===== config.mk =====
export PLATFORM = sky130hd
export DESIGN_NAME = reg_dump
export DESIGN_NICKNAME = d
export VERILOG_FILES = /design/src/rtl/reg_dump.sv
export SDC_FILE = /design/constraint.sdc
export NUM_CORES = 1
export LEC_CHECK = 0
export ABC_AREA = 1
export CAP_MARGIN = 20
export CORE_ASPECT_RATIO = 0.75
export CORE_MARGIN = 3
export CORE_UTILIZATION = 44
export CTS_BUF_LIST = sky130_fd_sc_hd__clkbuf_8
export CTS_CLUSTER_SIZE = 25
export DETAILED_ROUTE_END_ITERATION = 16
export PLACE_DENSITY = 0.82
export SYNTH_ARGS = -nofsm -noshare
export SYNTH_HDL_FRONTEND = slang
export SYNTH_SLANG_ARGS = --single-unit

===== constraint.sdc =====
create_clock -name clk -period 2.3 [get_ports clk]
set_clock_uncertainty 0.2 [all_clocks]
set_input_delay 0.575 -clock clk [delete_from_list [all_inputs] [get_ports clk]]
set_output_delay 0.575 -clock clk [all_outputs]
set_load 0.01 [all_outputs]

===== src/rtl/reg_dump.sv =====
// Walks register-file entries 0..Depth-1 and streams them out over a valid/ready port.
// Optional macro REG_DUMP_CHECKSUM_EN appends an XOR checksum word after the last register.
module reg_dump #(
    parameter int DataWidth    = 32,
    parameter int Depth        = 32,
    parameter int Addres_depth = 5
) (
    input  logic                    clk,
    input  logic                    RST,
    input  logic                    start,
    output logic [Addres_depth-1:0] rf_addr,
    input  logic [DataWidth-1:0]    rf_data,
    output logic [DataWidth-1:0]    dout,
    output logic [Addres_depth-1:0] dout_addr,
    output logic                    dout_valid,
    input  logic                    dout_ready,
    output logic                    dout_csum,
    output logic                    busy,
    output logic                    done,
    output logic [2:0]              dbg_state
);

    // Handshake: a word transfers on a rising edge where dout_valid and dout_ready are both 1;
    // while dout_valid=1 and dout_ready=0, dout/dout_addr/dout_csum hold unchanged.

    typedef enum logic [2:0] {
        IDLE  = 3'd0,
        FETCH = 3'd1,
        SEND  = 3'd2,
        CSUM  = 3'd3,
        DONE  = 3'd4
    } state_t;

    localparam logic [Addres_depth-1:0] LastIdx = Addres_depth'(Depth - 1);

    state_t                  state, state_n;
    logic [Addres_depth-1:0] index;
    logic                    accept, capture, advance, send_hs, load_csum, close_csum;
    logic [DataWidth-1:0]    csum_word;

    always_ff @(posedge clk or posedge RST) begin
        if (RST) state <= IDLE;
        else     state <= state_n;
    end

    always_comb begin
        state_n    = state;
        accept     = 1'b0;
        capture    = 1'b0;
        advance    = 1'b0;
        send_hs    = 1'b0;
        load_csum  = 1'b0;
        close_csum = 1'b0;
        case (state)
            IDLE: begin
                if (start) begin
                    accept  = 1'b1;
                    state_n = FETCH;
                end
            end
            FETCH: begin
                capture = 1'b1;
                state_n = SEND;
            end
            SEND: begin
                if (dout_ready) begin
                    send_hs = 1'b1;
                    if (index < LastIdx) begin
                        advance = 1'b1;
                        state_n = FETCH;
                    end else begin
`ifdef REG_DUMP_CHECKSUM_EN
                        load_csum = 1'b1;
                        state_n   = CSUM;
`else
                        state_n   = DONE;
`endif
                    end
                end
            end
            CSUM: begin
                if (dout_ready) begin
                    close_csum = 1'b1;
                    state_n    = DONE;
                end
            end
            DONE:    state_n = IDLE;
            default: state_n = IDLE;
        endcase
    end

    always_ff @(posedge clk or posedge RST) begin
        if (RST) begin
            index      <= '0;
            dout       <= '0;
            dout_addr  <= '0;
            dout_valid <= 1'b0;
        end else begin
            if (accept)       index <= '0;
            else if (advance) index <= index + 1'b1;

            if (capture) begin
                dout       <= rf_data;
                dout_addr  <= index;
                dout_valid <= 1'b1;
            end else if (load_csum) begin
                // Last data word handshakes here; valid stays high into the checksum word.
                dout      <= csum_word;
                dout_addr <= '0;
            end else if (send_hs || close_csum) begin
                dout_valid <= 1'b0;
            end
        end
    end

`ifdef REG_DUMP_CHECKSUM_EN
    logic [DataWidth-1:0] csum;

    assign csum_word = csum ^ dout;

    always_ff @(posedge clk or posedge RST) begin
        if (RST) begin
            csum      <= '0;
            dout_csum <= 1'b0;
        end else begin
            if (accept)       csum <= '0;
            else if (send_hs) csum <= csum ^ dout;

            if (load_csum)       dout_csum <= 1'b1;
            else if (close_csum) dout_csum <= 1'b0;
        end
    end
`else
    assign csum_word = '0;
    assign dout_csum = 1'b0;
`endif

    assign rf_addr   = index;
    assign busy      = (state != IDLE);
    assign done      = (state == DONE);
    assign dbg_state = state;

endmodule


### Word-level counts from Yosys, hierarchy flattened

Cells that the tools add are included.
Widths: inputs -> output; s select.

| word-level totals | value |
|---|---|
| output and inout port bits | 49 |
| bits of input ports | 36 |
| flip-flop bits (word level) | 46 |
| logic and storage cells | 38 |

| operators by class | value |
|---|---|
| reductions and logical operators | 6 |
| add/sub/neg operators | 1 |
| mux-type cells | 18 |
| $lt $le $gt $ge | 1 |
| equal/unequal tests | 7 |

Operators by type and width:

| kind | count |
|---|---|
| $mux 3 | 4 |
| $pmux 3 s4 | 1 |
| $mux 1 | 11 |
| $mux 5 | 2 |
| $eq 3x2->1 const B | 2 |
| $ne 2x2->1 const B | 3 |
| $add 5x1->5 const B | 1 |
| $lt 5x5->1 const B | 1 |
| $reduce_bool 2->1 | 2 |
| $eq 3x1->1 const B | 1 |
| $eq 3x3->1 const B | 1 |
| $logic_not 3->1 | 1 |
| $reduce_and 3->1 | 1 |
| $reduce_bool 3->1 | 1 |
| $logic_or 1x1->1 | 1 |

### Depth between registers and ports, before layout

Gate-level depths: netlist of the first run.

| depth | value |
|---|---|
| depth after elaboration | 6 |
| mapped depth | 7 |
| mapped depth without buffers | 6 |

### Worst setup path after synthesis of the first run

No wires, ideal clock.

| timing | value |
|---|---|
| path type | register -> output |
| from | register state[1], in the netlist dbg_state[1] |
| to | output done |
| buffers on the path | 0 |
| data required time | 1525 ps |
| cell stages (with the launch flop) | 2 |
| arrival | 790 ps |
| setup slack | 735 ps |
| path through | dfrtp_1 nor3_1 |

| between the ends | value |
|---|---|
| longest elaborated chain between the ends | 1 |

Ends and longest elaborated chain:

| what | line | RTL |
|---|---|---|
| start: declaration | 36 | `state_t state, state_n;` |
| start signal: assignment | 43 | `else state <= state_n;` |
| $eq 3x3->1 | 140 | `assign done = (state == DONE);` |
| end: declaration | 19 | `output logic done,` |

Every way passes these cells.

### Final worst setup path of the first run

| timing | value |
|---|---|
| from | register state[1], in the netlist dbg_state[1] |
| to | output busy |

| between the ends | value |
|---|---|
| longest elaborated chain between the ends | 1 |

Ends and longest elaborated chain:

| what | line | RTL |
|---|---|---|
| $reduce_bool 3->1 | 139 | `assign busy = (state != IDLE);` |
| end: declaration | 18 | `output logic busy,` |

Every way passes these cells.

==> impl_metrics.py, run 1 <==
metrics = {
    "critical_path": {
        "critical_path.endpoint_type": "output pin",
        "start_kind": "flop",
        "reg2reg_depth": 5,
        "cp.required_ns": 1.52,
        "path_max_fanout": 7,
        "cp.arrival_ns": 1.45,
        "path_class": "flop to output pin",
    },
    "timing": {
        "rsz0062_at_grt": "no",
        "whs_ns": 0.282,
        "drv_slew": 0,
        "setup_slack_ns": 0.0749,
        "setup_tns_ns": 0,
        "hold_viol": 0,
        "period_share_pct": 96.7,
        "setup_viol": 0,
        "fin_crit_ns": 2.23,
        "fmax_mhz": 449,
    },
    "clock_network": {
        "clock_sinks": 46,
        "clock_latency_ns": 0.29,
        "cts_root_buf": "clkbuf_8",
        "post_cts.repair.setup_buffers": 0,
        "hold_buffers": 0,
        "h-tree-depth": 2,
        "tritoncts": "built",
        "numCtsBuffers": 5,
        "cts_buffer_depth": 2,
        "clk_pin_slew_ns": 0.08,
    },
    "synthesis": {
        "avgSynthCellArea_sq_um": 9.56,
        "syn_nets": 256,
        "yosysSeqAreaShare_pct": 55.0,
        "ys.flop_type": "dfrtp_1",
        "synth_top_cells_by_count": "dfrtp_1 (46), nand2_1 (45), inv_1 (40), o21ai_2 (30), nand3_1 (13)",
        "netlist.area_leader.share_pct": 55.0,
        "postSynthCellCount": 219,
        "synth_area_leader_cell": "dfrtp_1",
        "ys_types": 24,
        "syn_area_sq_mm": 0.00209,
        "yosys_warnings": 0,
        "yosys.cell_count.top_type": "dfrtp_1",
        "synth-edff-count": 0,
        "ys_top_cells_by_area": "dfrtp_1 (55%), o21ai_2 (13%), nand2_1 (8.1%)",
        "synth_seq_cells": 46,
        "async_flop_share_pct": 100,
    },
    "routing": {
        "drt_first_pass_iters": 4,
        "wire_per_inst_um": 12.3,
        "viasPerCell": 4.61,
        "wl_um": 4440,
        "drc": 0,
        "via_count": 1661,
        "detail-route-antenna-nets": 0,
        "drt_iter0_drc": 118,
    },
    "pwr": {
        "finalPower_mw": 3.68,
        "peakVddDrop_mv": 0.695,
        "p_leak_nw": 1.47,
        "power_density_mw_per_mm2": 1210,
    },
    "die": {
        "die_w_um": 85.7,
        "start_util_pct": 46.3,
        "chipHeight_um": 65.8,
        "io_pins": 85,
        "die_area_sq_mm": 0.00563,
        "rows": 21,
        "coreArea_sq_mm": 0.00452,
    },
    "placed_design": {
        "dp.cells": 353,
        "placed_area_sq_mm": 0.00297,
        "dp_hpwl_um": 3270,
        "io_buffers": 83,
        "dp_slack_ns": 0.313,
        "finalWeightedCongestion": 0.851,
    },
    "finish": {
        "final_area_sq_mm": 0.00304,
        "antenna_cells": 0,
        "final_util_pct": 67.4,
        "final_cells": 360,
        "synthToLayoutAreaGrowth_pct": 45.3,
        "drive_gt1_share_pct": 18.5,
        "layout.nets": 340,
    },
    "hold_path": {
        "min_path_type": "flop to flop",
        "hold_depth": 2,
    },
    "job": {
        "drv_cap": 0,
    },
    "grt": {
        "grt-ovfl-total": 0,
        "antenna_found_initial": 0,
        "first_global_vias": 1667,
        "track_usage_pct": 17.5,
        "grt_max_degree": 47,
        "grt_pass1_wl_um": 7650,
    },
    "status": {
        "outcome": "finished clean",
    },
}
-- path summary, 6_finish.rpt --
kind	start	end	slack, ns
worst max-delay path	dbg_state[1]	busy	0.07
worst min-delay path	dout[29]	dout[29]	0.28
worst max register to register	dbg_state[1]	dout[27]	0.74
worst min register to register	dout[29]	dout[29]	0.28
max in group asynchronous	RST	dbg_state[0]	1.24
min in group asynchronous	RST	dout[8]	0.43
-- worst max-delay path, stage by stage (launching register included) --
cell             delay [ns]
dfrtp_1                0.47
nor2_2                 0.16
nand2_1                0.06
clkdlybuf4s50_1        0.47
-- power breakdown --
part / internal [mW] / switching (mW)
combinational: 0.970 / 0.890
clock: 0.201 / 0.241
sequential: 1.15 / 0.229
total: 2.32 / 1.36
-- per-layer routing --
metal,wire (um),up-vias,GRT usage [%]
met5,0,-,0
met4,42,0,6.13
met3,500,4,8.15
met2,1870,66,26.5
met1,2030,754,22.0
li1,-,837,-
-- state kept, by name, indices dropped and copies added (netlist names) --
register	cells
dout_addr	5
dbg_state	3
rf_addr	5
dout_valid	1
dout	32
-- final cells by class --
class | instances | area (sq um)
well taps | 57 | 71.3
fillers | 388 | 1480
inverters | 42 | 158
repair buffers | 87 | 885
multi-input cells | 121 | 702
clock buffers | 5 | 68.8
flip-flops and latches | 46 | 1150
clock inverters | 2 | 7.51
-- kinds of logic after synthesis --
kind of cell | Yosys count | share of synthesized area [%]
simple gates | 78 | 16.7
buf+inv | 52 | 12.0
flops | 46 | 55.0
compound gates | 40 | 15.2
xor+xnor | 1 | 0.418
fa+ha+maj | 1 | 0.597
other cells | 1 | 0.179
-- cells in the final DEF (no fill, tap or decap) --
cell type        instances
a21oi_1                  1
buf_12                   2
buf_4                    2
clkbuf_8                 5
clkdlybuf4s50_1         82
conb_1                   1
dfrtp_1                 45
dfrtp_2                  1
dlygate4sd2_1            1
ha_1                     1
inv_1                   41
inv_2                    3
nand2_1                 45
nand2_2                 11
nand3_1                 13
nand3_4                  1
nand4_1                  2
nor2_1                   4
nor2_2                   1
nor3_1                   1
o211ai_1                 1
o21ai_0                  6
o21ai_1                  1
o21ai_2                 30
o31ai_1                  1
xor2_1                   1
-- timing repair --
action                                  in CTS  in global routing
endpoints found under the setup margin       1                  1
pin swaps                                    0                  0
hold endpoints to repair                     0                  0
resized for setup                            2                  1
No activity file was read; power rests on OpenSTA's default activity.
==> run 2, diff against run 1 <==
Settings changed: GPL_TIMING_DRIVEN set to 0, SLEW_MARGIN set to 30.
==> impl_metrics.py, run 2 (synthesis results as in run 1) <==
metrics = {
    "status": {
        "outcome": "finished clean",
    },
    "critical_path": {
        "critical_path.endpoint_type": "output pin",
        "path_class": "flop to output pin",
        "rrSetupSlack_ns": 0.83,
        "cp.required_ns": 1.52,
        "start_kind": "flop",
        "rr_startpoint": "dbg_state[1]",
        "critPathLaunch": "dbg_state[1]",
        "cp.arrival_ns": 1.43,
        "path_max_fanout": 7,
    },
    "clock_network": {
        "numCtsBuffers": 5,
        "clk_pin_slew_ns": 0.08,
        "h-tree-depth": 2,
        "cts_buffer_depth": 2,
        "post_cts.repair.setup_buffers": 0,
        "ctsResizeCount": 1,
        "hold_buffers": 0,
        "tritoncts": "built",
        "cts_root_buf": "clkbuf_8",
        "clock_sinks": 46,
        "clock_latency_ns": 0.29,
    },
    "timing": {
        "period_share_pct": 95.9,
        "whs_ns": 0.284,
        "setup_tns_ns": 0,
        "drv_slew": 0,
        "setup_viol": 0,
        "setup_slack_ns": 0.0953,
        "rsz0062_at_grt": "no",
        "fin_crit_ns": 2.20,
        "worst_pin_slew_ns": 0.631,
        "fmax_mhz": 454,
        "hold_viol": 0,
        "maxSlewHeadroom_pct": 57.9,
    },
    "placed_design": {
        "dp_hpwl_um": 3700,
        "finalWeightedCongestion": 0.836,
        "placed_area_sq_mm": 0.00302,
        "dp.cells": 360,
        "dp_slack_ns": 0.299,
        "io_buffers": 83,
    },
    "finish": {
        "synthToLayoutAreaGrowth_pct": 48.4,
        "final_area_sq_mm": 0.00311,
        "final_common_cell": "clkdlybuf4s50_1",
        "largest_register_ffs": 32,
        "drive_gt1_share_pct": 20.6,
        "nFillCells": 351,
        "layout.nets": 347,
        "regMostFlops": "dout",
        "final_util_pct": 68.8,
        "final_cells": 367,
        "antenna_cells": 0,
        "layout_common_cells": "clkdlybuf4s50_1 (82), nand2_1 (45), dfrtp_1 (44)",
    },
    "die": {
        "io_pins": 85,
        "rows": 21,
        "coreArea_sq_mm": 0.00452,
        "die_w_um": 85.7,
        "start_util_pct": 46.3,
        "chipHeight_um": 65.8,
        "die_area_sq_mm": 0.00563,
    },
    "pwr": {
        "p_leak_nw": 1.52,
        "pwr-share-comb_pct": 51.5,
        "peakVddDrop_mv": 0.724,
        "seqPwrFrac_pct": 36.8,
        "power_density_mw_per_mm2": 1220,
        "switchingPower_mw": 1.40,
        "pwr-share-clk_pct": 11.7,
        "p_int_mw": 2.38,
        "swShare_pct": 37.0,
        "finalPower_mw": 3.78,
    },
    "routing": {
        "drt_first_pass_iters": 4,
        "wire_per_inst_um": 13.2,
        "viasPerCell": 4.67,
        "drc": 0,
        "drt_iter0_drc": 56,
        "wl_um": 4840,
        "via_count": 1715,
        "detail-route-antenna-nets": 0,
    },
    "grt": {
        "grt-ovfl-total": 0,
        "first_global_vias": 1739,
        "track_usage_pct": 18.8,
        "grt_max_degree": 29,
        "antenna_found_initial": 0,
        "grt_pass1_wl_um": 8180,
    },
    "job": {
        "drv_cap": 0,
    },
    "hold_path": {
        "holdCritStartpoint": "dout_addr[2]",
        "min_path_type": "flop to flop",
    },
}
run 2: changes by cell type in the layout (fill, tap and decap cells not counted), sizes merged:
| cell | before | now |
|---|---|---|
| clkbuf | 5 | 6 |
| dlymetal6s2s | 0 | 1 |
| dlygate4sd2 | 1 | 0 |
| buf | 4 | 10 |
run 2: power groups by stage:
stage          clock [mW]  sequential, mW  combinational [mW]
3_5_place_dp            0            1.40                1.97
6_report            0.441            1.39                1.95
5_1_grt             0.497            1.45                2.12
2_1_floorplan           0            1.53               0.864
3_3_place_gp            0            1.39                1.92
4_1_cts             0.461            1.39                1.98
run 2: final cells by class:
class | instances | area, sq um | area share [%]
timing repair buffer | 84 | 861 | 27.7
tap | 57 | 71.3 | 2.29
multi-input combinational | 121 | 694 | 22.3
clock buffer | 5 | 68.8 | 2.21
buffer | 10 | 93.8 | 3.02
inverter | 42 | 158 | 5.07
sequential | 46 | 1150 | 37.1
clock inverter | 2 | 7.51 | 0.242
run 2: worst paths after layout:
path / cells past startpoint / to
min in group asynchronous: 2 / dout[0]
max in group asynchronous: 3 / dbg_state[0]
hold reg to reg: 2 / dout_addr[2]
hold / removal: 2 / dout_addr[2]
setup / recovery: 3 / busy
setup reg to reg: 4 / rf_addr[4]
run 2: metal layers:
metal	GRT usage, %	vias up	share of wire [%]
met3	8.52	4	10
met5	0	-	0
met1	25.2	792	45
met4	3.75	0	0.58
met2	28.2	65	44
li1	-	854	-
run 2: critical path, stage by stage (launching register included):
cell and delay [ns]:
dfrtp_2 0.47, nor2_2 0.15, nand2_1 0.06, clkdlybuf4s50_1 0.47
